$ cat src/rtl/issue_pkg.sv
// Shared definitions for the issue scheduler: default buffer depth, slot index
// width helper and the protocol-error cause encodings.
package issue_pkg;

    localparam int BS_DEFAULT = 16;

    // One-hot so that both causes can be flagged in the same cycle.
    localparam logic [1:0] ERR_NONE     = 2'b00;
    localparam logic [1:0] ERR_DUP_FILL = 2'b01;
    localparam logic [1:0] ERR_BAD_DONE = 2'b10;

    function automatic int slot_w(input int bs);
        return (bs > 1) ? $clog2(bs) : 1;
    endfunction

endpackage

$ cat src/rtl/issue_rr_pick.sv
// Combinational find-first-set over a request vector, scanning upward from ptr
// and wrapping from BS-1 back to 0.
module issue_rr_pick
    import issue_pkg::*;
#(
    parameter int BS = BS_DEFAULT,
    localparam int IW = slot_w(BS)
) (
    input  logic [BS-1:0] req,
    input  logic [IW-1:0] ptr,
    output logic          found,
    output logic [IW-1:0] idx
);

    logic [IW-1:0] k;

    always_comb begin
        found = 1'b0;
        idx   = '0;
        k     = '0;
        for (int i = 0; i < BS; i++) begin
            // BS is a power of two, so IW-bit addition wraps for free.
            k = ptr + IW'(i);
            if (!found && req[k]) begin
                found = 1'b1;
                idx   = k;
            end
        end
    end

endmodule

$ cat src/rtl/issue_select.sv
// Issue scheduler: tracks slot occupancy/issued state and offers one ready slot
// per cycle. Define ISSUE_RR_EN for round-robin pick; otherwise lowest index wins.
module issue_select
    import issue_pkg::*;
#(
    parameter int BS = BS_DEFAULT,
    localparam int IW = slot_w(BS)
) (
    input  logic          clk,
    input  logic          rst,
    input  logic [BS-1:0] independent_instr,
    input  logic          fill_valid,
    input  logic [IW-1:0] fill_idx,
    output logic          issue_valid,
    output logic [IW-1:0] issue_idx,
    input  logic          issue_ready,
    input  logic          done_valid,
    input  logic [IW-1:0] done_idx,
    output logic          free_valid,
    output logic [IW-1:0] free_idx,
    output logic [IW:0]   occ_count,
    output logic          err
);

    // Handshake: issue_idx transfers on an edge where issue_valid && issue_ready;
    // while valid is high and ready is low, valid and idx hold unchanged.

    logic [BS-1:0] occ_q, occ_d;
    logic [BS-1:0] iss_q, iss_d;
    logic          issue_valid_q, issue_valid_d;
    logic [IW-1:0] issue_idx_q, issue_idx_d;
    logic [IW:0]   occ_count_q, occ_count_d;
    logic          err_q, err_d;
    logic [IW-1:0] rr_ptr_q;

`ifdef ISSUE_RR_EN
    logic [IW-1:0] rr_ptr_d;
`else
    assign rr_ptr_q = '0;
`endif

    logic [BS-1:0] cand;
    logic          pick_found;
    logic [IW-1:0] pick_idx;
    logic          load, hs, done_held, bad_done, dup_fill;
    logic [1:0]    err_cause;

    assign cand = independent_instr & occ_q & ~iss_q;

    issue_rr_pick #(.BS(BS)) u_pick (
        .req   (cand),
        .ptr   (rr_ptr_q),
        .found (pick_found),
        .idx   (pick_idx)
    );

    issue_rr_pick #(.BS(BS)) u_free (
        .req   (~occ_q),
        .ptr   ('0),
        .found (free_valid),
        .idx   (free_idx)
    );

    always_comb begin
        occ_d         = occ_q;
        iss_d         = iss_q;
        issue_valid_d = issue_valid_q;
        issue_idx_d   = issue_idx_q;
        occ_count_d   = '0;
`ifdef ISSUE_RR_EN
        rr_ptr_d      = rr_ptr_q;
`endif

        load      = !issue_valid_q || issue_ready;
        hs        = issue_valid_q && issue_ready;
        done_held = issue_valid_q && !issue_ready && (done_idx == issue_idx_q);
        bad_done  = done_valid && (!iss_q[done_idx] || done_held);

        // Done lands before fill so a same-slot done+fill is a clean recycle.
        if (done_valid && !bad_done) begin
            occ_d[done_idx] = 1'b0;
            iss_d[done_idx] = 1'b0;
        end
        dup_fill = fill_valid && occ_d[fill_idx];

        if (load) begin
            if (pick_found) begin
                issue_valid_d   = 1'b1;
                issue_idx_d     = pick_idx;
                iss_d[pick_idx] = 1'b1;
            end else begin
                issue_valid_d   = 1'b0;
            end
        end

        if (fill_valid) begin
            occ_d[fill_idx] = 1'b1;
            iss_d[fill_idx] = 1'b0;
        end

`ifdef ISSUE_RR_EN
        if (hs) begin
            rr_ptr_d = issue_idx_q + IW'(1);
        end
`endif

        for (int i = 0; i < BS; i++) begin
            occ_count_d = occ_count_d + {{IW{1'b0}}, occ_d[i]};
        end

        err_cause = (dup_fill ? ERR_DUP_FILL : ERR_NONE) | (bad_done ? ERR_BAD_DONE : ERR_NONE);
        err_d     = err_q || (err_cause != ERR_NONE);
    end

    always_ff @(posedge clk or posedge rst) begin
        if (rst) begin
            occ_q         <= '0;
            iss_q         <= '0;
            issue_valid_q <= 1'b0;
            issue_idx_q   <= '0;
            occ_count_q   <= '0;
            err_q         <= 1'b0;
`ifdef ISSUE_RR_EN
            rr_ptr_q      <= '0;
`endif
        end else begin
            occ_q         <= occ_d;
            iss_q         <= iss_d;
            issue_valid_q <= issue_valid_d;
            issue_idx_q   <= issue_idx_d;
            occ_count_q   <= occ_count_d;
            err_q         <= err_d;
`ifdef ISSUE_RR_EN
            rr_ptr_q      <= rr_ptr_d;
`endif
        end
    end

    a_err_sticky: assert property (@(posedge clk) disable iff (rst) err_q |=> err_q);

    assign issue_valid = issue_valid_q;
    assign issue_idx   = issue_idx_q;
    assign occ_count   = occ_count_q;
    assign err         = err_q;

endmodule

$ cat config.mk
export PLATFORM = sky130hd
export DESIGN_NAME = issue_select
export DESIGN_NICKNAME = d
export VERILOG_FILES = /design/src/rtl/issue_pkg.sv /design/src/rtl/issue_rr_pick.sv /design/src/rtl/issue_select.sv
export SDC_FILE = /design/constraint.sdc
export NUM_CORES = 1
export LEC_CHECK = 0
export BUFFER_PORTS_ARGS = -buffer_cell sky130_fd_sc_hd__buf_2
export CAP_MARGIN = 20
export CORE_ASPECT_RATIO = 0.9
export CORE_MARGIN = 5
export CORE_UTILIZATION = 60
export DETAILED_ROUTE_END_ITERATION = 6
export PLACE_DENSITY = 0.94
export SETUP_SLACK_MARGIN = 0.3
export SLEW_MARGIN = 20
export SYNTH_ARGS = -nofsm -noshare
export SYNTH_HDL_FRONTEND = slang
export SYNTH_SLANG_ARGS = --single-unit
$ cat constraint.sdc
create_clock -name clk -period 13.61 [get_ports clk]
set_input_delay 1.361 -clock clk [delete_from_list [all_inputs] [get_ports clk]]
set_output_delay 1.361 -clock clk [all_outputs]
set_load 0.02 [all_outputs]
# Yosys cells after proc, flatten, opt, wreduce, memory -nomap -nowiden
# Cells that the tools add are included.
# totals
register_bits	43
latchBits	0
ram_bits	0
mem_bits_ro	0
input_bits	29
out_inout_bits	16
mem_count	0
# classes
add_sub_neg	15
multipliers	0
div	0
n_lt_le_gt_ge	6
eq_ne	1
shift	0
mux	81
bitwise_logic	12
n_reduce_logical	77
# ops
op	n
two-way mux 16 bit	6
bitwise AND 16 bit	5
two-way mux 4 bit	16
inverter 16 bit	4
adder 5 x 1 -> 5 bit	11
two-way mux 1 bit	41
logical AND 1 bit	38
zero test 1 bit	34
OR 16 bit	2
two-way mux 3 bit	8
less-than comparator 4 x 5 -> 1 bit, second input constant	3
demux 1 bit (select 4 bit)	3
>= comparator 4 x 1 -> 1 bit, second input constant	3
two-way mux 2 bit	5
binary-select mux 1 bit (select 4 bit)	2
adder 4 x 1 -> 5 bit	1
adder 3 x 1 -> 4 bit	1
== test 4 bit	1
adder 2 x 1 -> 3 bit	1
logical OR 1 bit	3
adder 1 x 1 -> 2 bit	1
OR 1 x 2 -> 2 bit	1
AND reduction 2 bit	1
nonzero test 2 bit	1

# Depth between registers and ports, before layout
# depth
word_depth	57
mapped_depth	19
depth_no_buf	18

# By module
# From an unflattened synthesis, not the netlist that was laid out.
# hier_totals
hier_cells	881
hier_area_um2	7807.5
# modules_own_cells
mod	n_inst	cells_each	area_each_um2	seq_area_each_um2
issue_rr_pick	2	280	2472.4	0.0
issue_select	1	321	2862.7	1076.0

# Worst setup path before layout
# OpenSTA, ideal clock, no wires.
# synth_path
kind	input to register
from	in done_idx[1]
to	reg occ_count_q[4] (netlist: occ_count[4])
setup_time_ns	0.119
arrival_ns	5.608
t_required_ns	13.491
slack_ns	7.882
path_stages	16
path_buffers	1
path_cell_list	buf_6 -> mux4_2 -> a2bb2oi_2 -> o211ai_2 -> or3b_4 -> or2_1 -> a21oi_2 -> fa_1 -> fa_1 -> fa_1 -> inv_1 -> fa_1 -> ha_1 -> fa_1 -> a21oi_1 -> nor2b_1
# synth_between
elab_chain_cells	25
elab_cells_between_ends	34
# synth_rtl
item	line	text
start: declaration	issue_select.sv:18	input logic [IW-1:0] done_idx,
branches (longest 7 deep; another with less-than comparator 4 x 5 -> 1 bit)	--	
two-way mux 16 bit *	issue_select.sv:80	if (done_valid && !bad_done) begin
OR 16 bit (no source line)	--	
two-way mux 16 bit *	issue_select.sv:96	if (fill_valid) begin
adder 1 x 1 -> 2 bit	issue_select.sv:108	occ_count_d = occ_count_d + {{IW{1'b0}}, occ_d[i]};
adder 2 x 1 -> 3 bit	issue_select.sv:108	
adder 3 x 1 -> 4 bit	issue_select.sv:108	
adder 4 x 1 -> 5 bit	issue_select.sv:108	
adder 5 x 1 -> 5 bit (10 in a row)	issue_select.sv:108	
adder 5 x 1 -> 5 bit *	issue_select.sv:108	
via occ_count_d[4]	issue_select.sv:32	logic [IW:0] occ_count_q, occ_count_d;
end signal: assignment	issue_select.sv:131	occ_count_q <= occ_count_d;
end: declaration	issue_select.sv:32	
# Mark *: on every way through the listed nets, which the timed path passes. The select of a mux whose other input is x is not followed.
# A chain may end at the register's enable or synchronous reset.

# Worst setup path in the final report
# Same ends and word-level chain as after synthesis.

==> out/results.txt <==
Status: finished clean
Longest Clk Path Bufs: 2
Final WS setup: 7630 ps
Unrepaired setup endpoints after global routing: false
CTS root buf: clkbuf_8
FILL cells: 392
Post-Synth XOR/XNOR Area: 1.91%
Max-slew violation count: 0
Worst reg2reg setup slack: 8630 ps
Sum Neg Setup Slack: 0 ps
Resize count post-CTS: 0
Hold Violations, Final: 0
Hold_buf cts: 0
Mapped cell area: 3220 um2
Vias: 3,270
Pre-CTS WS: 7410 ps
Mux contribution to synthesized area: 3.77%
Top FF cell, synth: dfrtp_1
Dpl hpwl: 7880 um
Post-Layout Cell Count: 472
WP data required: 13,800 ps
DR DRC count: 0
Fraction of registers with async set/reset: 100%
Global Route met3 Usage: 8.88%
Largest family of logic cells by synthesized area: simple AND/OR/NAND/NOR gates
Total CTS buffers: 5
Leading cell type in the layout, fill and taps excluded: buf_2
Width of the die: 87.2 um
Placed insts: 464
Io pins: 45
FMAX: 0.167 GHz
Global routing usage on met1: 40.8%
DRT Wirelength: 10,400 um
FP Rows: 25
RD Place Congestion: 1.04
VDD IR max: 0.345 mV
Worst stage delay on the critical path: 510 ps
H-tree level count: 2
Worst-path clk slew: 80 ps
Rel. slew slack: 45.9%
#FFs+latches synth: 43
Post-synthesis simple-gate area fraction: 25.1%
Most frequent cells in the layout: 44 x buf_2, 43 x dfrtp_1, 34 x nand2_1, 32 x nor2_1, 24 x inv_1
Diodes inserted: 0
Initial antenna violation count: 0
Core Box Area: 5220 um2
First-pass GRT wire length: 16,400 um
Grt ovf: 0
Initial Util: 61.6%
DR WL/cell: 21.9 um
Post-layout nets: 448
Most frequent CP cell: fa_1
CTS tree: yes
Critical Path Start Type: input port
Vias in the first global route: 3,208
WP data arrival: 6180 ps
Post-CTS Setup Repair Bufs: 0
Distinct cells, synth: 67
Sink Count: 43
Compound-cell area share of the yosys netlist: 22.7%
Clk Latency, worst-skew pair: 300 ps
Adder-cell share of the synthesized area: 8.17%
Critical-path cell list: buf_2 -> mux4_2 -> a2bb2oi_2 -> o211ai_2 -> or3b_4 -> or2_1 -> a21oi_2 -> fa_1 -> fa_1 -> fa_1 -> inv_1 -> fa_1 -> ha_1 -> fa_1 -> a21oi_1 -> nor2b_1
Min Tclk post-route: 5980 ps
GRT met2 Usage: 47.6%
Footprint of the multi-input gates: 1990 um2
Min-Delay Path Class: reg -> reg
Mapped Avg Cell Area: 8.79 um2
Setup violations, final: 0
Largest net degree at the start of global routing: 44
Pwr Density: 285 nW/um2
Warnings, synthesis: 0
Router iterations before antenna repair: 6
Antenna violation net count after detailed routing: 0
Critical path peak fanout: 18
Die ar.: 6930 um2
Final worst path period share: 44.0%
Sequential Area: 1080 um2
GR Util All Layers: 31.1%
Layer with the highest usage: met2
Slowest-stage cell, CP: fa_1
Sequential area share after synthesis: 33.5%
CP Capture Type: flip-flop
DR iter-0 viols: 564
Worst-case clock skew: 5.16 ps
DR vias/cell: 6.93
Post-Syn Nets: 410
Fraction of layout cells with a size suffix above 1: 19.0%
Post-synthesis cell count: 366
P_leak: 1.58 nW
# port buffers: 44
Area Overhead vs Synth: 11.5%
Worst slew pin tran: 810 ps
Die Ht: 79.5 um
Post-synth EDFFs: 0
Max capacitance violation total: 0
Worst setup path class: in -> reg
[cells in the mapped netlist (all sizes together), types with 6 or more instances]
master / number / area [um2]
o211ai: 8 / 65.1
inv: 25 / 93.8
nand3: 17 / 85.1
a32oi: 7 / 61.3
nand4: 10 / 62.6
nand2: 34 / 128
xnor2: 6 / 52.6
a21o: 6 / 45.0
nand2b: 7 / 43.8
buf: 6 / 33.8
dfrtp: 43 / 1080
fa: 10 / 200
nand3b: 14 / 105
nor2b: 8 / 50.1
a31oi: 7 / 43.8
nor2: 32 / 120
clkbuf: 8 / 30.0
a21oi: 20 / 104
o21ai: 23 / 115
[layer usage]
metal | vias to the layer above | part of all wire (%)
li1 | 1408 | -
met1 | 1532 | 37
met2 | 271 | 45
met3 | 59 | 13
met4 | 0 | 4.9
met5 | - | 0
[cell type report]
cell class | count | area share [%]
tap | 67 | 2.34
multi-input combinational | 284 | 55.4
inverter | 25 | 2.62
clock buffer | 6 | 2.30
sequential | 43 | 30.0
clock inverter | 2 | 0.977
timing repair buffer | 45 | 6.35
[where the power goes]
group	leakage (nW)	switching (mW)	total [mW]	internal, mW
logic	1.02	0.385	0.660	0.275
clock network	0.0612	0.0460	0.105	0.0594
registers	0.499	0.0675	0.256	0.189
[worst max-delay path: cells and delay by family]
family / cells / cell delay, ps
mux: 1 / 310
fa+ha+maj: 6 / 2570
compound gates: 4 / 770
simple gates: 3 / 770
buf+inv: 2 / 390
[per-stage QoR]
| stage | util (%) | power, mW | cell area [um2] | hold WS, ps |
|---|---|---|---|---|
| final | 68.6 | 1.02 | 3590 | 539 |
| after global routing | 68.6 | 1.10 | 3590 | 555 |
| after floorplan | - | 0.699 | 3220 | 483 |
| after detailed placement | 66.3 | 0.889 | 3460 | 507 |
| after global placement | 66.3 | 0.834 | 3460 | 491 |
| after CTS | 68.6 | 1.01 | 3580 | 527 |
[flip-flops by register name, indices dropped and copies added, names as in the netlist]
name and flops:
issue_valid 1, err 1, iss_q 16, occ_count 5, issue_idx 4, occ_q 16
[cell families (layout without fill, tap and decap cells)]
family / count (synthesis) / count (layout)
and+or+nand+nor: 150 / 150
AOI/OAI and AO/OA: 104 / 104
DFF: 43 / 43
buffers and inverters: 39 / 78
adders and majority gates: 15 / 15
muxes: 8 / 8
xor gates and xnor gates: 7 / 7
[worst paths after layout]
path	depth (start not counted)	endpoint	start
min reg2reg	2	err$_DFF_PP0_	err$_DFF_PP0_
min	2	err$_DFF_PP0_	err$_DFF_PP0_
max reg2reg	15	occ_count[4]$_DFF_PP0_	iss_q[13]$_DFF_PP0_
max in group asynchronous	3	occ_count[0]$_DFF_PP0_	rst
min in group asynchronous	3	occ_q[0]$_DFF_PP0_	rst
max	16	occ_count[4]$_DFF_PP0_	done_idx[1]
No activity file was read; power rests on OpenSTA's default activity.
